==> src/rtl/mem_access_unit.sv <==
// Load/store bridge from the multicycle datapath to a valid/ready word-addressed memory bus.
// Optional REQ-state timeout abort is enabled by defining MEM_TIMEOUT_EN.
module mem_access_unit #(
    parameter int ADDR_WIDTH     = 32,
    parameter int TIMEOUT_CYCLES = 255
) (
    input  logic                  clk,
    input  logic                  reset,
    input  logic                  req_read,
    input  logic                  req_write,
    input  logic [2:0]            funct3,
    input  logic [ADDR_WIDTH-1:0] addr,
    input  logic [31:0]           wdata,
    output logic [31:0]           rdata,
    output logic                  done,
    output logic                  err,
    output logic                  busy,
    output logic                  mem_valid,
    output logic                  mem_we,
    output logic [ADDR_WIDTH-1:0] mem_addr,
    output logic [3:0]            mem_wstrb,
    output logic [31:0]           mem_wdata,
    input  logic                  mem_ready,
    input  logic [31:0]           mem_rdata
);

    typedef enum logic [1:0] {IDLE, REQ, RESP} state_t;

    state_t      state, next_state;
    logic        req_any;
    logic        legal;
    logic        timeout_hit;
    logic        err_q;
    logic [2:0]  f3_q;
    logic [1:0]  off_q;
    logic [3:0]  st_strb;
    logic [31:0] st_wdata;
    logic [7:0]  ld_byte;
    logic [15:0] ld_half;
    logic [31:0] ld_value;

    assign req_any = req_read | req_write;

    always_comb begin
        legal = 1'b0;
        case (funct3)
            3'b000, 3'b100: legal = 1'b1;
            3'b001, 3'b101: legal = ~addr[0];
            3'b010:         legal = (addr[1:0] == 2'b00);
            default:        legal = 1'b0;
        endcase
    end

    // Store data is replicated across lanes so the strobes alone select the target bytes.
    always_comb begin
        st_strb  = 4'b1111;
        st_wdata = wdata;
        case (funct3[1:0])
            2'b00: begin
                st_strb  = 4'b0001 << addr[1:0];
                st_wdata = {4{wdata[7:0]}};
            end
            2'b01: begin
                st_strb  = addr[1] ? 4'b1100 : 4'b0011;
                st_wdata = {2{wdata[15:0]}};
            end
            default: ;
        endcase
    end

    always_comb begin
        ld_byte  = mem_rdata[{off_q, 3'b000} +: 8];
        ld_half  = off_q[1] ? mem_rdata[31:16] : mem_rdata[15:0];
        ld_value = mem_rdata;
        case (f3_q)
            3'b000:  ld_value = {{24{ld_byte[7]}}, ld_byte};
            3'b100:  ld_value = {24'h0, ld_byte};
            3'b001:  ld_value = {{16{ld_half[15]}}, ld_half};
            3'b101:  ld_value = {16'h0, ld_half};
            default: ld_value = mem_rdata;
        endcase
    end

`ifdef MEM_TIMEOUT_EN
    localparam int CW = ($clog2(TIMEOUT_CYCLES + 1) < 8) ? 8 : $clog2(TIMEOUT_CYCLES + 1);
    logic [CW-1:0] tmo_cnt;

    assign timeout_hit = (state == REQ) && !mem_ready && (tmo_cnt == CW'(TIMEOUT_CYCLES - 1));

    always_ff @(posedge clk or negedge reset) begin
        if (!reset) begin
            tmo_cnt <= '0;
        end else if (state != REQ) begin
            tmo_cnt <= '0;
        end else if (!mem_ready) begin
            tmo_cnt <= tmo_cnt + 1'b1;
        end
    end
`else
    logic unused_timeout_param;
    assign unused_timeout_param = ^TIMEOUT_CYCLES;
    assign timeout_hit          = 1'b0;
`endif

    always_ff @(posedge clk or negedge reset) begin
        if (!reset) state <= IDLE;
        else        state <= next_state;
    end

    always_comb begin
        next_state = state;
        case (state)
            IDLE: if (req_any) next_state = legal ? REQ : RESP;
            REQ:  if (mem_ready || timeout_hit) next_state = RESP;
            RESP: next_state = IDLE;
            default: next_state = IDLE;
        endcase
    end

    assign busy = (state != IDLE);
    assign done = (state == RESP);
    assign err  = done & err_q;

    always_ff @(posedge clk or negedge reset) begin
        if (!reset) begin
            mem_valid <= 1'b0;
            mem_we    <= 1'b0;
            mem_addr  <= '0;
            mem_wstrb <= '0;
            mem_wdata <= '0;
            rdata     <= '0;
            err_q     <= 1'b0;
            f3_q      <= '0;
            off_q     <= '0;
        end else begin
            mem_valid <= (next_state == REQ);
            case (state)
                IDLE: begin
                    if (req_any) begin
                        err_q <= ~legal;
                        f3_q  <= funct3;
                        off_q <= addr[1:0];
                        if (legal) begin
                            mem_we    <= req_write;
                            mem_addr  <= {addr[ADDR_WIDTH-1:2], 2'b00};
                            mem_wstrb <= req_write ? st_strb : 4'b0000;
                            mem_wdata <= st_wdata;
                        end
                    end
                end
                REQ: begin
                    if (mem_ready) begin
                        if (!mem_we) rdata <= ld_value;
                    end else if (timeout_hit) begin
                        err_q <= 1'b1;
                    end
                end
                default: ;
            endcase
        end
    end

endmodule

==> config.mk <==
export PLATFORM = sky130hd
export DESIGN_NAME = mem_access_unit
export DESIGN_NICKNAME = d
export VERILOG_FILES = /design/src/rtl/mem_access_unit.sv
export SDC_FILE = /design/constraint.sdc
export NUM_CORES = 1
export LEC_CHECK = 0
export BUFFER_PORTS_ARGS = -buffer_cell sky130_fd_sc_hd__buf_2
export CORE_ASPECT_RATIO = 1.5
export CORE_UTILIZATION = 44
export DETAILED_ROUTE_END_ITERATION = 7
export HOLD_SLACK_MARGIN = 0.06
export PLACE_DENSITY = 0.75
export SKIP_CTS_REPAIR_TIMING = 1
export SLEW_MARGIN = 20
export SYNTH_ARGS = -nofsm -noshare
export SYNTH_HDL_FRONTEND = slang
export SYNTH_SLANG_ARGS = --single-unit
==> constraint.sdc <==
create_clock -name clk -period 1.56 [get_ports clk]
set_input_delay 0.468 -clock clk [delete_from_list [all_inputs] [get_ports clk]]
set_output_delay 0.468 -clock clk [all_outputs]
set_load 0.01 [all_outputs]
Word-level counts from Yosys, hierarchy flattened
Index checks and enable logic that the tools add are counted.
Word-level totals
  register bits after elaboration: 108
  input port bits: 104
Cells by class
  equality and inequality tests: 11
  shift operators: 2
  muxes and demuxes: 11
  bitwise logic cells: 5
  reductions and logical operators: 11
Operators with widths (number)
  32-bit case mux with 4 select lines: 1
  32-bit case mux with 2 select lines: 1
  32-bit by 6-bit variable part select with 8-bit output: 1
  16-bit two-way mux: 1
  3-bit == test (second input constant): 4
  4-bit two-way mux: 2
  4-bit case mux with 2 select lines: 1
  2-bit by 1-bit == test with 1-bit output (second input constant): 3
  3-bit by 1-bit == test with 1-bit output (second input constant): 2
  2-bit logical NOT: 3
  3-bit logical NOT: 2
  2-bit two-way mux: 3
  3-bit AND reduction: 2
  2-bit case mux with 2 select lines: 1
  2-bit OR reduction: 2
  1-bit by 2-bit left shift with 4-bit output (first input constant): 1
  3-bit by 2-bit == test with 1-bit output (second input constant): 1
  1-bit inverter: 3
  1-bit case mux with 3 select lines: 1
  2-bit == test (second input constant): 1
  2-bit AND reduction: 1
  2-bit nonzero test: 1
  1-bit AND: 1
  1-bit bitwise OR: 1

Logic depth before layout (Yosys ltp)
Gate-level depths: netlist of run 1.
  word-level depth: 7
  gate-level depth with buffers: 7
  gate-level depth less buffers: 4

Worst setup path after synthesis of run 1
Ideal clock, no wire load.
  kind: input -> register
  start point: input funct3[0]
  end point: register mem_addr[10]
  setup time: 0.125 ns
  data arrival time: 1.585 ns
  data required time: 1.435 ns
  setup slack: -0.150 ns
  stages: 5
  buffers on the path: 2
  path through: buf_6 -> nor4_4 -> o221ai_4 -> buf_6 -> mux2_4
Between the ends
  cells in the longest elaborated chain, start to end: 4
  elaborated cells on any way between the ends: 9
Ends and longest elaborated chain
  start: declaration: RTL line 11  | input logic [2:0] funct3,
  3-bit by 1-bit == test with 1-bit output (tied with other cells): RTL line 46  | case (funct3)
  2-bit OR reduction: RTL line 46
  1-bit case mux with 3 select lines *: RTL line 46
  3-bit AND reduction (no source line) *
  end signal: assignment: RTL line 145  | mem_addr <= {addr[ADDR_WIDTH-1:2], 2'b00};
  end: declaration: RTL line 20  | output logic [ADDR_WIDTH-1:0] mem_addr,
Mark *: on every way between the ends. The rest lies on a longest branch, timed or not.
A chain may end at the register's enable or synchronous reset.

Worst setup path in the final report of run 1
  start point: register state[1]
  end point: output err
Between the ends
  cells in the longest elaborated chain, start to end: 2
Ends and longest elaborated chain
  start: declaration: RTL line 29  | state_t state, next_state;
  start signal: assignment: RTL line 107  | else state <= next_state;
  2-bit == test: RTL line 121  | assign done = (state == RESP);
  1-bit AND: RTL line 122  | assign err = done & err_q;
  end: declaration: RTL line 16  | output logic err,
Every way passes these cells.

==> metrics list, run 1 <==
- Run status: complete, but fails checks
- Violated checks: setup timing
- Share of layout cells above drive strength 1: 0.551
* Number of vias in the routed layout: 4,717
- Leakage dissipation: 3.73 nW
- The number of global-route vias before repair came to 4,575.
* Maximum capacitance violations: 0
- Syn_area_per_cell: 11.3 µm²
* Post-synth EDFFs: 0
* Placed instance count: 831
- Critical Path End Type: output port
- Clock insertion delay at the later pin of the skew report: 0.34 ns
- Gate count after technology mapping: 470
- CTS tree: built
- The longest clock path from root to sink contains 2 buffers.
- Half-perimeter wire length after placement: 10,800 µm
* Reg2Reg Setup Slack: -0.08 ns
- The startpoint identified for the worst register-to-register timing path is state[1].
- For this design the total switching power over the nets is 5.20 mW.
* Grt met3 use: 0.0621
- Post-synthesis cell type count: 40
- Tmin final: 1.68 ns
- Vias per cell: 5.42
* Hold violation count in the final report: 0
- The pre-antenna-repair detailed-routing pass consisted of 6 iterations.
- Clk sinks: 108
- Clock-pin slew of the registers on the worst-case setup and hold paths: 0.07 ns
* H-Tree Depth: 3
- On the worst path, the slowest cell contributes a delay of 0.45 ns.
- The number of antenna diodes in the final layout is 0.
- Number of antenna violations at the first check in global routing: 1
* Placer congestion estimate: 0.826
- Power density over the cells: 1850 mW/mm²
- For this run, design rule violations remaining after detail routing come to 0.
- Worst-path maximum fanout: 5
- Share of synthesized flip-flops with an asynchronous set or reset: 1.00
* Achievable Freq: 596 MHz
- Die width: 91.6 µm
- Counting flops and latches in the post-synthesis netlist gives 108.
- Number of cells on the worst reg-to-reg path: 5
- Least-Margin Pin Slew: 0.548 ns
- Final Setup Violations: 55
* Area share of the largest cell type after synthesis: 0.510
- Measured against its own limit, the worst slew margin works out to 0.635.
- Cell at the root of the clock tree: clkbuf_16
* Global routing usage on met1: 0.265
- Standard cell core area: 0.0116 mm²
- Overflow left after global routing: 0
- Of the total power, combinational logic draws 0.483.
- Final wirelength: 15,500 µm
* Total Negative Setup Slacks: -3.23 ns
* Std-Cell Rows: 48
* Power, Total: 14.1 mW
* Switching part of the total power: 0.368
* Critical path launch point type: flop
- Hold Crit Start: addr[24]
- Data required time at the worst endpoint: 1.09 ns
- Yosys printed 0 warnings.
- Entering global routing, the biggest net connects 47 pins.
* First-pass GRT wire length: 22,400 µm
* CP cell instances: nor2b_4, and2_4, buf_6
- Die height: 136 µm
- For the worst setup path, the data arrival time is 1.21 ns.
- For this configuration, the core starts out at a cell density of 0.457.
- Die footprint: 0.0125 mm²
- In the final routed layout, each cell accounts on average for 17.9 µm.
* Cell area after synthesis: 0.00530 mm²
- Of the synthesized area, sequential elements account for 0.510.
- Number of DRC violations after detailed-routing iteration 0: 153
- Ranked by instance count, the synthesized netlist is headed by 108 x dfrtp_1, 55 x o21ai_0, 50 x nand2_1.
* Synth Flop Type: dfrtp_1
* Setup repair after global routing missed its margin: yes
- Fraction of power consumed by sequential logic: 0.361
- Among all cell types in the netlist, the one instantiated most often is dfrtp_1.
- Final worst path period share: 1.08
* Cts bufs inserted: 9
- For the final database, setup skew stands at 0.00708 ns.
- Worst Hold Class: input port to flop
- All-Layer GR Usage: 0.230
* Slowest stage cell on the critical path: dfrtp_2
- The critical path in this run is classified as flop to output port.
* Worst hold stages: 2
- Top Ports: 209
* Met2 Resource Use GR: 0.397
- NumNets Final: 820
- Worst path buffer plus inverter count: 1
- Top cell type by total area after synthesis: dfrtp_1
- By area the synthesized netlist is led by dfrtp_1 51%, mux2_4 11%, o21ai_0 5.2%.
* Non-filler cells, final: 870
- RR Endpoint: mem_addr[30]
* Post-route ant nets: 0
- In this run the tool buffered the top-level ports with 206 buffer cells.
- From synthesis to final layout, the design area changed by 44.1%.
- Least setup slack across all paths after layout: -0.118 ns
- Total count of max-transition violations in the final report: 0
- Across the VDD grid, the largest voltage drop is 0.858 mV.
* Crit-path leading delay family: flip-flops
- Endpoint of the worst hold-timing path: mem_addr[24]
- The internal power of the cells totals 8.93 mW.
* Clock network fraction of design power: 0.156
- Most Crowded Layer GR: met2
==> area by class of cell <==
| cell class | count | area, µm² |
|---|---|---|
| Clock buffer | 12 | 267 |
| Clock inverter | 3 | 21.3 |
| Fill cell | 868 | 3950 |
| Inverter | 8 | 30.0 |
| Multi-Input combinational cell | 320 | 2570 |
| Sequential cell | 108 | 2710 |
| Tap cell | 150 | 188 |
| Timing Repair Buffer | 269 | 1860 |
==> flip-flops by register name, summed over array words and instances, names as in the netlist <==
register and cells:
mem_addr 30, mem_wdata 32, mem_valid 1, mem_wstrb 4, off_q 2, mem_we 1, state 2, err_q 1
rdata 32, f3_q 3
==> through the flow <==
| step | hold slack, ns | setup WS [ns] | cell area, µm² | util |
|---|---|---|---|---|
| after floorplan | 0.172 | -0.0106 | 5310 | - |
| after global placement | 0.375 | -0.192 | 6700 | 0.578 |
| after detailed placement | 0.383 | -0.245 | 6700 | 0.578 |
| after CTS | 0.00941 | -0.237 | 6990 | 0.603 |
| after global routing | 0.334 | -0.169 | 7640 | 0.659 |
| final | 0.351 | -0.118 | 7640 | 0.659 |
==> worst register-to-register path, stage by stage (launching register included) <==
cell and delay, ns:
dfrtp_2 0.46, nor2_4 0.14, buf_6 0.13, o221ai_4 0.22, clkbuf_16 0.27, mux2_4 0.30
==> logic make-up after synthesis <==
kind of cell / synth area share
DFF: 0.510
buffers and inverters: 0.0489
other: 0.000708
and+or+nand+nor: 0.102
AOI/OAI and AO/OA: 0.152
muxes: 0.187
==> cell usage in the layout, fill, tap and decap left out, types with 8 or more instances in the layout <==
cell       synthesis  routed
o21ai_0           55      24
nand2_1           50      41
buf_2              9     202
nand3b_1           9       9
mux2_2            13      13
a21oi_1           36      27
nand2b_1          10       9
o21ai_1            7      19
o211ai_1          17      17
mux2_4            39      39
a21oi_2            1      10
buf_12             0       9
dfrtp_1          108     105
buf_6              9      20
inv_1              8       8
mux2i_1           26      24
o21ai_2            0      19
nor2_1            16      15
clkbuf_16          0      16
buf_4              4      26
==> power groups by stage <==
stage          sequential (mW)  clock [mW]  combinational (mW)
3_5_place_dp              5.03           0                5.90
2_1_floorplan             5.52           0                2.89
5_1_grt                   5.27        2.36                7.35
4_1_cts                   5.03        2.26                5.88
3_3_place_gp              5.00           0                5.70
6_report                  5.10        2.20                6.83
==> metal layers <==
layer	vias up	part of all wire
met1	2311	0.38
met4	2	0.026
li1	2158	-
met2	215	0.53
met3	31	0.062
met5	-	0.0011
==> worst max path at each step <==
stage	startpoint	slack, ns	depth (start not counted)	to
2_1_floorplan	funct3[2]	-0.01	4	mem_addr[10]
5_1_grt	state[1]	-0.17	3	err
3_3_place_gp	funct3[2]	-0.19	5	mem_addr[5]
3_5_place_dp	funct3[2]	-0.25	6	mem_wstrb[1]
6_report	state[1]	-0.12	3	err
4_1_cts	state[1]	-0.24	3	busy
Note: power is estimated with default switching activity, not from simulation.
==> inputs of run 2 (changes only) <==
ABC_AREA = 1   (was not set)
==> run 2 against run 1 <==
Against the previous run:
- the flow now finishes without violations
- sequential share of layout area grew 3.5 points
- global-route usage is 0.93 points higher
- non-clock buffer count down 31
- setup slack gained 0.14 ns
- count of clock-buffer cells in the layout shrank 3
- wire length down 7.2%
- critical endpoint unchanged
==> metrics list, run 2 <==
* Worst path buffer plus inverter count: 2 (was 1)
- Number of antenna violations at the first check in global routing: 0 (was 1)
* Leading cell type in the layout, fill and taps excluded: nand2_1 (was buf_2)
* Final worst path period share: 0.987 (was 1.08)
- The slowest cell on the critical path was dfrtp_1 (was dfrtp_2).
* Cell at the root of the clock tree: clkbuf_16 (unchanged)
- Setup repair after global routing missed its margin: yes (unchanged)
- Gate count after technology mapping: 690 (was 470)
- NumNets Final: 1,003 (was 820)
* Die width: 91.6 µm (about the same)
- Maximum capacitance violations: 0 (unchanged)
- The total grt overflow is 0 (unchanged).
- The effective utilization at floorplan is 0.457 (about the same).
- Top cell type by total area after synthesis: dfrtp_1 (unchanged)
- H-Tree Depth: 3 (unchanged)
* Top Ports: 209 (unchanged)
* Clock-pin slew of the registers on the worst-case setup and hold paths: 0.07 ns (about the same)
- Share of layout cells above drive strength 1: 0.313 (was 0.551)
- Critical Path End Type: output port (unchanged)
* WS Path Type: flop to output port (unchanged)
- The worst slack on hold paths came to 0.351 ns (about the same).
- The part of the Yosys area used for sequential elements is 0.511 (was 0.510).
- Detailed-router iteration count before antenna repair: 5 (was 6)
- Data required time at the worst endpoint: 1.09 ns (about the same)
* CTS tree: built (unchanged)
- Number of DRC violations after detailed-routing iteration 0: 212 (was 153)
* Std-Cell Rows: 48 (unchanged)
* Top cells by area in the synthesized netlist: dfrtp_1 51%, nand2_1 15%, nand3_1 6.0% (was dfrtp_1 51%, mux2_4 11%, o21ai_0 5.2%)
- The number of global-route vias before repair was 4,993 (was 4,575).
- Maximum number of pins on one net before global-route repair: 53 (was 47)
- Clock insertion delay at the later pin of the skew report: 0.34 ns (about the same)
* Clk sinks: 108 (unchanged)
- The static power due to leakage is 4.01 nW (was 3.73 nW).
- Leading cell types by count after synthesis: 217 x nand2_1, 108 x dfrtp_1, 67 x inv_1 (was 108 x dfrtp_1, 55 x o21ai_0, 50 x nand2_1)
- Remaining design rule violation count: 0 (unchanged)
- Placed instance count: 1,037 (was 831)
- The final critical-path required period came to 1.54 ns (was 1.68 ns).
- Post-synth EDFFs: 0 (unchanged)
- The worst clock skew on the final layout came to 0.00395 ns (was 0.00708 ns).
- The remaining antenna violation count was 0 (unchanged).
- Placer congestion estimate: 0.870 (was 0.826)
- Run status: completed (was complete, but fails checks)
- Die height: 136 µm (about the same)
* Psw: 5.15 mW (was 5.20 mW)
- The leading cell type by number of instances after synthesis is nand2_1 (was dfrtp_1).
- Worst-path maximum fanout: 3 (was 5)
- Antenna Diode Count: 0 (unchanged)
- Top library cells by usage in the layout, fill and taps aside: 217 x nand2_1, 204 x buf_2, 108 x dfrtp_1 (was 202 x buf_2, 105 x dfrtp_1, 41 x nand2_1).
- The final number of setup-violating endpoints is 0 (was 55).
- Number of vias in the routed layout: 5,180 (was 4,717)
- Power density over the cells: 1850 mW/mm² (about the same)
- The maximum vdd drop came to 0.933 mV (was 0.858 mV).
- The fraction of registers with async set/reset came to 1.00 (unchanged).
* Total count of max-transition violations in the final report: 0 (unchanged)
- The die area is 0.0125 mm² (about the same).
- Cts bufs inserted: 9 (unchanged)
- The estimated wirelength of the detail-placed design was 11,100 µm (was 10,800 µm).
- The number of cells in the finished layout apart from fillers came to 1,054 (was 870).
- The flop and latch count out of synthesis is 108 (unchanged).
- The most frequently used flop master after synthesis is dfrtp_1 (unchanged).
- Syn_area_per_cell: 7.67 µm² (was 11.3 µm²)
* Area share of the largest cell type after synthesis: 0.511 (was 0.510)
- Pre-CTS setup slack: -0.0787 ns (was -0.245 ns)
- The largest buffer count on any clock path came to 2 (unchanged).
- The global-route wire length before repair was 23,400 µm (was 22,400 µm).
- The final worst-path setup slack is 0.0195 ns (was -0.118 ns).
- Cell internal pwr: 7.71 mW (was 8.93 mW)
- The kind of start point of the critical path is a flop (unchanged).
- Warnings, synthesis: 0 (unchanged)
- The proportion of power drawn by the clock network came to 0.178 (was 0.156).
- The portion of total power attributed to sequential cells came to 0.375 (was 0.361).
- Regs by FF count: mem_wdata: 32 flops, rdata: 32 flops, mem_addr: 30 flops (unchanged)
* Post-synthesis cell type count: 25 (was 40)
* Arrival time at the worst endpoint: 1.07 ns (was 1.21 ns)
- The final-layout setup total negative slack is 0 ns (was -3.23 ns).
- The type of the tightest min-delay check is input port to flop (unchanged).
* Crit-path leading delay family: flip-flops (unchanged)
- Comb pwr share: 0.446 (was 0.483)
- The final wirelength was 14,400 µm (was 15,500 µm).
* Synth-to-layout area growth: 31.1% (was 44.1%)
* Hold violation count in the final report: 0 (unchanged)
- Vias per cell: 4.91 (was 5.42)
- Post-DR wirelength/cell: 13.7 µm (was 17.9 µm)
* CP cell instances: inv_2, and3_1, buf_4 (was nor2b_4, and2_4, buf_6)
- The core area was 0.0116 mm² (unchanged).
- Number of port buffers: 206 (unchanged)
* Slowest Stage Delay on Critical Path: 0.40 ns (was 0.45 ns)
- Cell area after synthesis: 0.00529 mm² (was 0.00530 mm²)
- Achievable Freq: 649 MHz (was 596 MHz)
- All-Layer GR Usage: 0.240 (was 0.230)
- The fraction of power spent switching nets is 0.400 (was 0.368).
-- run 2: worst min-delay path, delay by kind of cell --
kind / cells / cell delay [ns]
buffers and inverters: 1 / 0.07
and+or+nand+nor: 2 / 0.12
-- run 2: cell families after synthesis --
logic type	Yosys count	share of synthesized area
buffers and inverters	112	0.0976
AO/OA/AOI/OAI	118	0.112
AND/OR/NAND/NOR	351	0.279
other	1	0.000708
flip-flops	108	0.511
-- run 2: stage by stage --
step                      power [mW]   util  instance area (µm²)
after floorplan                 8.25      -                 5300
after global placement          10.5  0.572                 6630
after detailed placement        10.7  0.572                 6630
after CTS                       13.0  0.598                 6930
after global routing            13.9  0.599                 6940
final                           12.9  0.599                 6940
-- run 2: area by class of cell --
type / instances / area, µm²
clock inverter: 7 / 75.1
multi-input combinational: 471 / 2080
timing repair buffer: 238 / 1400
fill: 1125 / 4650
inverter: 71 / 267
tap: 150 / 188
clock buffer: 9 / 225
sequential: 108 / 2700
-- run 2: routing by layer --
metal | up-vias | GRT usage | part of all wire | wire (µm)
li1 | 2580 | - | - | -
met1 | 2378 | 0.286 | 0.40 | 5800
met2 | 187 | 0.409 | 0.51 | 7290
met3 | 35 | 0.0503 | 0.059 | 848
met4 | 0 | 0.118 | 0.033 | 473
met5 | - | 0 | 0 | 0
-- run 2: power by group through the flow --
stage / Clock, mW / Combinational [mW] / Sequential (mW)
global placement: 0 / 5.68 / 4.85
floorplan: 0 / 2.87 / 5.38
finish: 2.29 / 5.74 / 4.82
global route: 2.45 / 6.46 / 4.99
detailed placement: 0 / 5.81 / 4.84
CTS: 2.35 / 5.81 / 4.83
-- run 2: final timing paths --
kind / endpoint / startpoint / slack (ns) / cells after the start
max in group asynchronous: mem_addr[8] / reset / 0.50 / 3
worst max register to register: rdata[0] / off_q[1] / 0.11 / 6
min in group asynchronous: mem_wdata[14] / reset / 0.61 / 2
worst min-delay path: mem_addr[16] / addr[16] / 0.35 / 3
worst max-delay path: err / state[0] / 0.02 / 3
worst min register to register: mem_addr[18] / mem_addr[18] / 0.47 / 2
